[src/rtl/cam_stream_gen.sv]
// cam_stream_gen
//
// Camera stream generator in the pixel-clock domain. It emulates an
// OV7670-style YUV422 (YUYV) sensor. Each frame has programmable
// vsync/back-porch/active/front-porch line counts and a solid background
// with one foreground rectangle. It stands in for the sensor in front of
// the UV bounding-box capture block.
//
// Ports
//   pclk         in   pixel clock; all outputs change on its rising edge
//   reset        in   asynchronous, active-high
//   enable       in   start frames and keep streaming while high
//   box_x0/x1    in   inclusive foreground column range (10 bit)
//   box_y0/y1    in   inclusive foreground row range (10 bit)
//   fg_y/u/v     in   foreground Y/U/V bytes
//   bg_y/u/v     in   background Y/U/V bytes
//   href         out  active byte qualifier
//   vsync        out  frame sync, active-high
//   cam_data     out  YUYV byte stream, 0 while href is low
//   frame_start  out  one-cycle pulse on the first vsync-high cycle
//   frame_done   out  one-cycle pulse on the last cycle of the frame
//
// state    | meaning
// ---------+---------------------------------------------------
// S_IDLE   | no frame in progress, waiting for enable
// S_VSYNC  | vsync-high line periods
// S_VBACK  | blank lines between vsync and the first active line
// S_ACTIVE | active lines, href bursts carrying pixel data
// S_VFRONT | blank lines after the last active line

module cam_stream_gen #(
    parameter int H_ACTIVE    = 640,
    parameter int V_ACTIVE    = 480,
    parameter int H_BLANK     = 144,
    parameter int VSYNC_LINES = 3,
    parameter int V_BACK      = 17,
    parameter int V_FRONT     = 10
) (
    input  logic       pclk,
    input  logic       reset,
    input  logic       enable,
    input  logic [9:0] box_x0,
    input  logic [9:0] box_x1,
    input  logic [9:0] box_y0,
    input  logic [9:0] box_y1,
    input  logic [7:0] fg_y,
    input  logic [7:0] fg_u,
    input  logic [7:0] fg_v,
    input  logic [7:0] bg_y,
    input  logic [7:0] bg_u,
    input  logic [7:0] bg_v,
    output logic       href,
    output logic       vsync,
    output logic [7:0] cam_data,
    output logic       frame_start,
    output logic       frame_done
);

    localparam int LINE_LEN = 2 * H_ACTIVE + H_BLANK;
    localparam int HW       = $clog2(LINE_LEN);

    localparam logic [HW-1:0] LINE_LAST = HW'(LINE_LEN - 1);
    localparam logic [HW-1:0] ACT_BYTES = HW'(2 * H_ACTIVE);

    typedef enum logic [2:0] {
        S_IDLE,
        S_VSYNC,
        S_VBACK,
        S_ACTIVE,
        S_VFRONT
    } state_t;

    // First and last states of a frame that actually hold lines; empty
    // states are skipped entirely.
    localparam state_t FIRST_ST = (VSYNC_LINES > 0) ? S_VSYNC :
                                  (V_BACK > 0)      ? S_VBACK :
                                  (V_ACTIVE > 0)    ? S_ACTIVE : S_VFRONT;
    localparam state_t LAST_ST  = (V_FRONT > 0)     ? S_VFRONT :
                                  (V_ACTIVE > 0)    ? S_ACTIVE :
                                  (V_BACK > 0)      ? S_VBACK  : S_VSYNC;

    state_t        state, state_nx;
    logic [HW-1:0] hcnt;
    logic [9:0]    lcnt;

    // Frame-latched configuration
    logic [9:0] x0_r, x1_r, y0_r, y1_r;
    logic [7:0] fgy_r, fgu_r, fgv_r, bgy_r, bgu_r, bgv_r;

    logic       line_end, last_line, frame_last, cfg_load;
    logic [9:0] cur_lines;
    logic [9:0] px;
    logic       in_active, fg_hit;
    logic [7:0] data_nx;

    function automatic logic [9:0] lines_of(input state_t s);
        case (s)
            S_VSYNC:  return 10'(VSYNC_LINES);
            S_VBACK:  return 10'(V_BACK);
            S_ACTIVE: return 10'(V_ACTIVE);
            S_VFRONT: return 10'(V_FRONT);
            default:  return 10'd0;
        endcase
    endfunction

    // Walk forward past zero-length states so they take no cycles.
    function automatic state_t skip_empty(input state_t s, input logic en);
        state_t r;
        r = s;
        for (int i = 0; i < 5; i++) begin
            case (r)
                S_VSYNC:  if (VSYNC_LINES == 0) r = S_VBACK;
                S_VBACK:  if (V_BACK == 0)      r = S_ACTIVE;
                S_ACTIVE: if (V_ACTIVE == 0)    r = S_VFRONT;
                S_VFRONT: if (V_FRONT == 0)     r = en ? S_VSYNC : S_IDLE;
                default:  ;
            endcase
        end
        return r;
    endfunction

    assign cur_lines  = lines_of(state);
    assign line_end   = (hcnt == LINE_LAST);
    assign last_line  = (lcnt == cur_lines - 10'd1);
    assign frame_last = (state == LAST_ST) && line_end && last_line;
    assign cfg_load   = enable && ((state == S_IDLE) || frame_last);

    always_comb begin
        state_nx = state;
        case (state)
            S_IDLE:
                if (enable) state_nx = skip_empty(S_VSYNC, enable);
            S_VSYNC:
                if (line_end && last_line) state_nx = skip_empty(S_VBACK, enable);
            S_VBACK:
                if (line_end && last_line) state_nx = skip_empty(S_ACTIVE, enable);
            S_ACTIVE:
                if (line_end && last_line) state_nx = skip_empty(S_VFRONT, enable);
            S_VFRONT:
                if (line_end && last_line)
                    state_nx = enable ? skip_empty(S_VSYNC, enable) : S_IDLE;
            default:
                state_nx = S_IDLE;
        endcase
    end

    always_ff @(posedge pclk or posedge reset) begin
        if (reset) begin
            state <= S_IDLE;
            hcnt  <= '0;
            lcnt  <= '0;
        end else begin
            state <= state_nx;
            if (state == S_IDLE) begin
                hcnt <= '0;
                lcnt <= '0;
            end else begin
                hcnt <= line_end ? '0 : hcnt + 1'b1;
                if (line_end)
                    lcnt <= last_line ? 10'd0 : lcnt + 10'd1;
            end
        end
    end

    always_ff @(posedge pclk or posedge reset) begin
        if (reset) begin
            x0_r  <= '0;
            x1_r  <= '0;
            y0_r  <= '0;
            y1_r  <= '0;
            fgy_r <= '0;
            fgu_r <= '0;
            fgv_r <= '0;
            bgy_r <= '0;
            bgu_r <= '0;
            bgv_r <= '0;
        end else if (cfg_load) begin
            x0_r  <= box_x0;
            x1_r  <= box_x1;
            y0_r  <= box_y0;
            y1_r  <= box_y1;
            fgy_r <= fg_y;
            fgu_r <= fg_u;
            fgv_r <= fg_v;
            bgy_r <= bg_y;
            bgu_r <= bg_u;
            bgv_r <= bg_v;
        end
    end

    // Each 4-byte group is one pixel pair; px is the left pixel's column.
    // Within S_ACTIVE, lcnt is the active row number.
    assign px        = {9'(hcnt >> 2), 1'b0};
    assign in_active = (state == S_ACTIVE) && (hcnt < ACT_BYTES);
    // An inverted range fails one of the two bounds, so an empty box needs
    // no separate check.
    assign fg_hit    = (px >= x0_r) && (px <= x1_r) &&
                       (lcnt >= y0_r) && (lcnt <= y1_r);

    always_comb begin
        data_nx = 8'd0;
        if (in_active) begin
            case (hcnt[1:0])
                2'd0, 2'd2: data_nx = fg_hit ? fgy_r : bgy_r;
                2'd1:       data_nx = fg_hit ? fgu_r : bgu_r;
                default:    data_nx = fg_hit ? fgv_r : bgv_r;
            endcase
        end
    end

    always_ff @(posedge pclk or posedge reset) begin
        if (reset) begin
            href        <= 1'b0;
            vsync       <= 1'b0;
            cam_data    <= 8'd0;
            frame_start <= 1'b0;
            frame_done  <= 1'b0;
        end else begin
            href        <= in_active;
            vsync       <= (state == S_VSYNC);
            cam_data    <= data_nx;
            frame_start <= (state == FIRST_ST) && (lcnt == 10'd0) && (hcnt == '0);
            frame_done  <= frame_last;
        end
    end

endmodule
[config.mk]
export PLATFORM = sky130hd
export DESIGN_NAME = cam_stream_gen
export DESIGN_NICKNAME = d
export VERILOG_FILES = /design/src/rtl/cam_stream_gen.sv
export SDC_FILE = /design/constraint.sdc
export NUM_CORES = 1
export LEC_CHECK = 0
export BUFFER_PORTS_ARGS = -buffer_cell sky130_fd_sc_hd__buf_2
export CORE_UTILIZATION = 45
export DETAILED_ROUTE_END_ITERATION = 7
export GPL_ROUTABILITY_DRIVEN = 0
export PLACE_DENSITY = 0.77
export SYNTH_ARGS = -nofsm -noshare
export SYNTH_HDL_FRONTEND = slang
export SYNTH_SLANG_ARGS = --single-unit
export TNS_END_PERCENT = 5
[constraint.sdc]
create_clock -name pclk -period 3.5 [get_ports pclk]
set_input_delay 0.175 -clock pclk [delete_from_list [all_inputs] [get_ports pclk]]
set_output_delay 0.175 -clock pclk [all_outputs]
set_load 0.01 [all_outputs]
# Yosys cells after proc, flatten, opt, wreduce, memory -nomap -nowiden
# Index checks and enable logic that the tools add are counted.
# totals
register_bits,124
latchBits,0
mem_bits_rw,0
romBits,0
inputBits,91
out_inout_bits,12
mem_count,0
# op_classes
n_addsub,3
mul,0
div_mod_pow,0
n_lt_le_gt_ge,5
eq_ne,13
shifts,0
muxes,18
bitwise_logic,0
n_reduce_logical,18
# ops
op,count
9-bit one-hot mux with 4 select lines,1
8-bit 2-to-1 mux,4
10-bit 2-to-1 mux,3
11-bit 2-to-1 mux,2
10-bit greater-or-equal comparator,2
10-bit <= comparator,2
8-bit one-hot mux with 2 select lines,1
3-bit 2-to-1 mux,5
3-bit one-hot mux with 5 select lines,1
"11-bit by 1-bit adder with 11-bit output, second input constant",1
"11-bit equality test, second input constant",1
11-bit zero test,1
"11-bit less-than comparator, second input constant",1
"10-bit by 1-bit adder with 10-bit output, second input constant",1
10-bit equality test,1
1-bit logical AND,10
10-bit zero test,1
"10-bit by 1-bit subtractor with 10-bit output, second input constant",1
"2-bit != test, second input constant",4
"3-bit by 2-bit equality test with 1-bit output, second input constant",2
5-bit AND reduction,1
"3-bit by 1-bit equality test with 1-bit output, second input constant",1
"3-bit equality test, second input constant",1
3-bit zero test,1
other kinds (8),8

# Longest topological paths before layout
# Gate-level depths: netlist of the first run.
# depth
depth_word,7
mapped_depth,16
depth_no_buf,12

# Least setup slack after synthesis of the first run
# OpenSTA, ideal clock, no wires.
# synth_timing
path_type,register to register
from,reg state[2]
to,reg bgu_r[0]
setup_time_ns,0.125
t_arrival_ns,3.301
t_required_ns,3.375
slack_ns,0.073
stages_incl_launch_ff,16
n_path_buf,5
period_less_slack_ns,3.427
cell_sequence,dfrtp_1 > buf_2 > clkbuf_1 > or2_2 > ha_1 > ha_1 > nor3b_1 > a221o_1 > o31ai_1 > or4_1 > buf_2 > nand2_2 > nand3_4 > buf_6 > buf_6 > mux2_4
# synth_between
elab_chain_cells,7
elab_cells_between_ends,12
# synth_rtl
item,line_no,text
"start, declared",82,"state_t state, state_nx;"
"start signal, assigned",153,state <= state_nx;
"3-bit equality test, or another cell as far along","97, 125",
9-bit one-hot mux with 4 select lines,97,case (s)
10-bit by 1-bit subtractor with 10-bit output,124,assign last_line = (lcnt == cur_lines - 10'd1);
10-bit equality test,124,
1-bit logical AND,125,assign frame_last = (state == LAST_ST) && line_end && last_line;
1-bit logical OR *,126,assign cfg_load = enable && ((state == S_IDLE) || frame_last);
1-bit logical AND *,126,
"end signal, assigned",186,bgu_r <= bg_u;
"end, declared",88,"logic [7:0] fgy_r, fgu_r, fgv_r, bgy_r, bgu_r, bgv_r;"
# Mark *: on every way between the ends. The rest lies on a longest branch, timed or not.
# A chain may end at the register's enable or synchronous reset.

# Worst setup path in the final report of the first run
# layout_timing
from,reg state[0]
to,reg bgy_r[4]
# layout_between
elab_chain_cells,7
elab_cells_between_ends,12
# layout_rtl
item,line_no,text
"3-bit equality test, or another cell as far along","97, 125",
9-bit one-hot mux with 4 select lines,97,
10-bit by 1-bit subtractor with 10-bit output,124,
10-bit equality test,124,
1-bit logical AND,125,
1-bit logical OR *,126,
1-bit logical AND *,126,
"end signal, assigned",185,bgy_r <= bg_y;
"end, declared",88,
# Marks and branches as above.

==> results of run 1 <==
[kinds of logic after synthesis]
logic type                 count (synthesis)  share of synthesized area (%)
adders and majority gates                 46                           8.46
xor gates and xnor gates                  13                           1.67
AOI/OAI and AO/OA                         93                           9.98
DFF                                      124                           45.6
buffers and inverters                     73                           4.65
muxes                                    106                           18.5
and+or+nand+nor                          141                           11.1
[per-layer routing]
metal  GRT usage (%)  share of wire (%)
met5               0                  0
met4            11.5                2.9
met3            4.84                5.0
met2            41.2                 52
met1            27.2                 40
[cell type report]
cell class | instances | area (µm²)
clock inverter | 11 | 144
fill | 1105 | 5470
sequential | 124 | 3110
antenna | 1 | 2.50
multi-input combinational | 399 | 3400
timing repair buffer | 209 | 1660
inverter | 47 | 179
clock buffer | 20 | 457
tap | 184 | 230
[critical path, cell delays in order (launching register included)]
cell and delay (ps):
dfrtp_2 460, xnor2_1 180, or2_2 310, ha_1 260, ha_2 300, xnor2_1 130, nor3_1 170, o221ai_1 190
or4_4 540, nand2_2 110, nand3_4 90, buf_12 160, clkbuf_16 170, mux2_4 290
[worst paths after layout]
check | to | slack [ps] | from | cells past startpoint
max reg2reg | bgy_r[4] | 10 | state[0] | 13
min reg2reg | bgv_r[0] | 500 | bgv_r[0] | 1
min | x0_r[2] | 7 | box_x0[2] | 2
min in group asynchronous | cam_data[6] | 410 | reset | 3
max in group asynchronous | state[0] | 2270 | reset | 4
max | bgy_r[4] | 10 | state[0] | 13
[power by group through the flow]
| stage | logic (mW) | clock network (mW) | registers, mW |
|---|---|---|---|
| after floorplan | 0.0223 | 0 | 1.46 |
| after CTS | 0.155 | 1.80 | 1.43 |
| after global placement | 0.0843 | 0 | 1.46 |
| final | 0.158 | 1.78 | 1.43 |
| after detailed placement | 0.0875 | 0 | 1.46 |
| after global routing | 0.172 | 1.88 | 1.43 |
[timing repair]
| action | in CTS | in global routing |
|---|---|---|
| hold buffers | 79 | 1 |
| pin swaps | 0 | 1 |
| endpoints found under the setup margin | 10 | 89 |
| buffers inserted | 0 | 3 |
| gates cloned | 0 | 7 |
| gates resized for setup | 1 | 9 |
| hold endpoints to repair | 129 | 1 |
[metrics by stage]
step	util (%)	hold WS [ps]	TNS, ps
floorplan	-	324	0
global placement	51.6	309	0
detailed placement	51.6	318	0
CTS	61.2	0.528	0
global route	62.6	3.08	-3720
finish	62.6	7.03	0
[sequential cells by signal, indices dropped and copies added, names as in the netlist, 8 cells and up]
signal and count:
hcnt 11, lcnt 10, x0_r 10, x1_r 10, y0_r 10, y1_r 10
bgu_r 8, bgv_r 8, bgy_r 8, cam_data 8, fgu_r 8, fgv_r 8
fgy_r 8
[layout by cell type (no fill, tap or decap), types with 11 or more instances in the layout]
master         synthesis  layout
nor4_1                12      12
dfrtp_1              124     122
inv_1                 47      46
buf_2                 10     102
ha_1                  46      45
nand2_1               33      33
mux2_4                20      20
o211ai_1              11      11
nand3_1               15      15
mux2_2                76      76
clkbuf_16              0      21
o21ai_0               18      18
dlygate4sd3_1          0      80
nor2_1                25      25
buf_4                  0      15
a21oi_1               15      15
==> out/results.ini, run 1 <==
[run_status]
outcome=finished, violations left
violations=DRC

[worst_setup_path]
startpoint_type=flop
cp.required_ps=3800
arrival_ps=3790
worst_setup_path_end_kind=flop
path_max_fanout=8
critPathKind=reg2reg

[sta]
slew_headroom_pct=42.1
setup_viol_count_final=0
drv_slew=0
hold_viol_final=0
worstMarginPinSlew_ps=865
timing.final.ws_setup_ps=10.0
max_freq_mhz=287
min_period_over_period_pct=99.7
finalCriticalPeriod_ps=3490
worst_clock_skew_ps=7.97

[pwr]
sequentialPowerShare_pct=42.5
switching_share_pct=20.6
totalPowerFinal_mw=3.37
p_int_mw=2.68
p_leak_nw=4.48
vdd_drop_max_uv=350
p_switching_uw=694
p_comb_share_pct=4.7
powerDensity_nw_per_um2=368
clkPwrFrac_pct=52.8

[clocking]
clk_pin_slew_ps=50
cts_buffer_depth=2
root_buffer=clkbuf_16
cts_buffers=17
htreeDepth=4
tritoncts=yes
clk_latency_ps=420
cts_num_sinks=124

[global_routing]
grt_pass1_vias=5869
grt_max_degree=74
grt_remaining_overflow=0
track_usage_pct=23.4
grt_first_pass_wirelength_um=28900
antenna_found_initial=1

[route]
drt-initial-drc-count=428
route.detailed.drc=8
final_antenna_net_count=0
drt-total-wl_um=18600
route.vias.total=5636
wl_per_cell_um=18.7
drt_first_pass_iters=8
vias_per_cell=5.66

[synthesis]
syn_area_um2=6810
synth_area_leaders=dfrtp_1 (46%), mux2_2 (13%), ha_1 (8.5%)
synth_nets=733
netlist_top_cells_count=dfrtp_1 (124), mux2_2 (76), inv_1 (47)
synth_seq_cells=124
ys.flop_type=dfrtp_1
synth_warnings=0
avgSynthCellArea_um2=11.4
ys_types=55
synthCells=596
synth-edff-count=0
yosysSeqAreaShare_pct=45.6
synth_top_cell_area_share_pct=45.6
async_flop_share_pct=100
synth.most_common_cell=dfrtp_1
yosysTopAreaCell=dfrtp_1

[finish]
layout-drive-gt1-share_pct=34.7
fin_nets=935
stdcell_count=995
design_area_um2=9170
synthToLayoutAreaGrowth_pct=34.8

[die]
io_pins=103
die_h_um=125
start_util_pct=46.5
core_area_um2=14600
num_rows=44
dieArea_um2=15600
die_x_um=125

[placement]
placed_cells=873
io_buffers=102
placed_area_um2=7560
dp_slack_ps=12.2
hpwlAfterDp_um=11000

[flow_run]
maxCapViolations=0

[hold_path]
min_path_type=in2reg

Power figures use the tool's default switching activity.
==> run 2: changes to the inputs <==
Settings changed: HOLD_SLACK_MARGIN set to 0.12, PLACE_DENSITY 0.77 to 0.74.
Clock period 3.5 ns to 3.3 ns, I/O delays scaled along.
==> out/results.ini, run 2 (same netlist as run 1, synthesis figures left out) <==
[finish]
n_antenna_cell=0  ; -1
nFillCells=1046  ; -5.3%
synthToLayoutAreaGrowth_pct=38.1
regMostFlops=hcnt
largest_reg_flops=11  ; unchanged
layout-drive-gt1-share_pct=35.7  ; +0.97 points
fin_nets=954  ; +2.0%
stdcell_count=1014  ; +1.9%
layout_commonest_cell=dfrtp_1
final_cell_mix=dfrtp_1 (122), buf_2 (102), dlygate4sd3_1 (90)

[route]
final_antenna_net_count=0  ; unchanged
drt-total-wl_um=18000  ; -3.5%
drt_first_pass_iters=7  ; -1
wl_per_cell_um=17.7  ; -5.3%
drt-initial-drc-count=413  ; -3.5%
route.vias.total=5593  ; -0.76%
route.detailed.drc=12  ; +4
vias_per_cell=5.52  ; -2.6%

[sta]
setup_viol_count_final=56  ; +56
hold_viol_final=0  ; unchanged
worst_clock_skew_ps=10.6  ; +2.60 ps
max_freq_mhz=300  ; +4.8%
grt_setup_unrepaired=true
worstMarginPinSlew_ps=723  ; -142 ps
slew_headroom_pct=51.8  ; +9.7 points
drv_slew=0  ; unchanged
timing.final.ws_setup_ps=-28.6  ; -38.6 ps
min_period_over_period_pct=101  ; +1.2 points
finalCriticalPeriod_ps=3330  ; -161 ps

[placement]
hpwlAfterDp_um=11100  ; +0.61%
dp_slack_ps=-9.75  ; -21.9 ps
placed_cells=883  ; +1.1%
io_buffers=102  ; unchanged

[worst_setup_path]
cpPeakStageDelay_ps=560  ; +20 ps
critPathLaunch=state[1]
rrSetupSlack_ps=-30  ; -40 ps
rr_worst_depth=12  ; -1
timing.rr.start=state[1]
critical-path-top-delay-family=simple AND/OR/NAND/NOR gates
worstPathCellList=xnor2_4, or2_4, ha_4, ha_4, xnor2_2, nor3_1, o221ai_1, or4_4, nand2_4, nand3_4, buf_12, mux2_4
startpoint_type=flop
slowest_stage=or4_4
cp.required_ps=3600  ; -200 ps
arrival_ps=3630  ; -160 ps
path_max_fanout=9  ; +1
worst_setup_path_end_kind=flop
crit_top_cell=ha_4
critPathKind=reg2reg
critPathBufInv=1  ; -1
r2r_end=bgu_r[3]

[pwr]
vdd_drop_max_uv=311  ; -11%
p_switching_uw=749  ; +7.9%
p_comb_share_pct=4.8  ; about the same
switching_share_pct=20.8  ; +0.23 points
sequentialPowerShare_pct=42.2  ; -0.3 points
p_int_mw=2.85  ; +6.4%
powerDensity_nw_per_um2=383  ; +4.1%
clkPwrFrac_pct=52.9  ; about the same
p_leak_nw=4.56  ; +1.8%

[global_routing]
track_usage_pct=23.4  ; -0.025 points
grt_first_pass_wirelength_um=28700  ; -0.67%
grt_remaining_overflow=0  ; unchanged
grt_pass1_vias=5975  ; +1.8%
grt_max_degree=125  ; +69%
antenna_found_initial=0  ; -1

[die]
dieArea_um2=15600  ; unchanged
io_pins=103  ; unchanged
die_h_um=125  ; unchanged
die_x_um=125  ; unchanged
core_area_um2=14600  ; unchanged
start_util_pct=46.5  ; unchanged
num_rows=44  ; unchanged

[clocking]
htreeDepth=4  ; unchanged
clk_latency_ps=420  ; about the same
cts_buffer_depth=2  ; unchanged
tritoncts=yes
root_buffer=clkbuf_16
cts_num_sinks=124  ; unchanged
clk_pin_slew_ps=60  ; about the same
cts_buffers=17  ; unchanged

[hold_path]
min_path_type=in2async

[run_status]
violations=DRC, setup timing
outcome=finished, violations left

[flow_run]
maxCapViolations=0  ; unchanged

run 2: final cells by class:
| class | count | area, µm² | share of cell area, % |
|---|---|---|---|
| sequential | 124 | 3110 | 33.0 |
| clock inverter | 11 | 143 | 1.52 |
| multi-input combinational | 399 | 3480 | 37.0 |
| tap | 184 | 230 | 2.45 |
| timing repair buffer | 228 | 1800 | 19.2 |
| inverter | 47 | 180 | 1.92 |
| clock buffer | 21 | 460 | 4.90 |
run 2: tightest hold or removal path, stage by stage:
cell and delay [ps]:
dlygate4sd3_1 530, buf_2 130, clkinvlp_4 70, buf_12 480
run 2: worst max-delay path by stage:
stage,depth (start not counted),slack [ps],to
global placement,12,60,fgv_r[1]
detailed placement,12,-10,fgv_r[0]
finish,12,-30,bgu_r[3]
global route,13,-120,bgy_r[4]
floorplan,15,-130,bgu_r[0]
CTS,12,8,bgy_r[1]
run 2: power groups by stage:
stage               logic (mW)  clock network, mW  registers (mW)
floorplan               0.0240                  0            1.55
global placement        0.0883                  0            1.55
detailed placement      0.0908                  0            1.55
CTS                      0.173               1.92            1.52
global route             0.190               1.99            1.52
finish                   0.174               1.91            1.52
run 2: layer usage:
metal	up-vias	part of all wire [%]	global-route usage [%]
li1	2606	-	-
met1	2743	41	27.6
met2	196	51	40.6
met3	48	4.9	5.22
met4	0	2.7	11.0
met5	-	0	0
run 2: per-stage QoR:
step / power (mW) / utilization [%] / setup TNS [ps] / hold slack (ps) / cell area, µm²
final: 3.60 / 64.2 / -524 / 487 / 9400
after global routing: 3.70 / 64.2 / -8560 / 504 / 9400
after CTS: 3.62 / 63.0 / 0 / 485 / 9230
after detailed placement: 1.64 / 52.4 / -35.1 / 399 / 7670
after global placement: 1.64 / 52.4 / 0 / 397 / 7670
after floorplan: 1.57 / - / -2530 / 314 / 6810
run 2: repair_timing:
item                                    4_1_cts  5_1_grt
setup buffers                                 2        4
resized for setup                             2       17
pin swaps                                     1        7
endpoints found under the hold margin       213        0
endpoints found under the setup margin       38       91
hold buffers                                 90        0
gates cloned                                  1        2
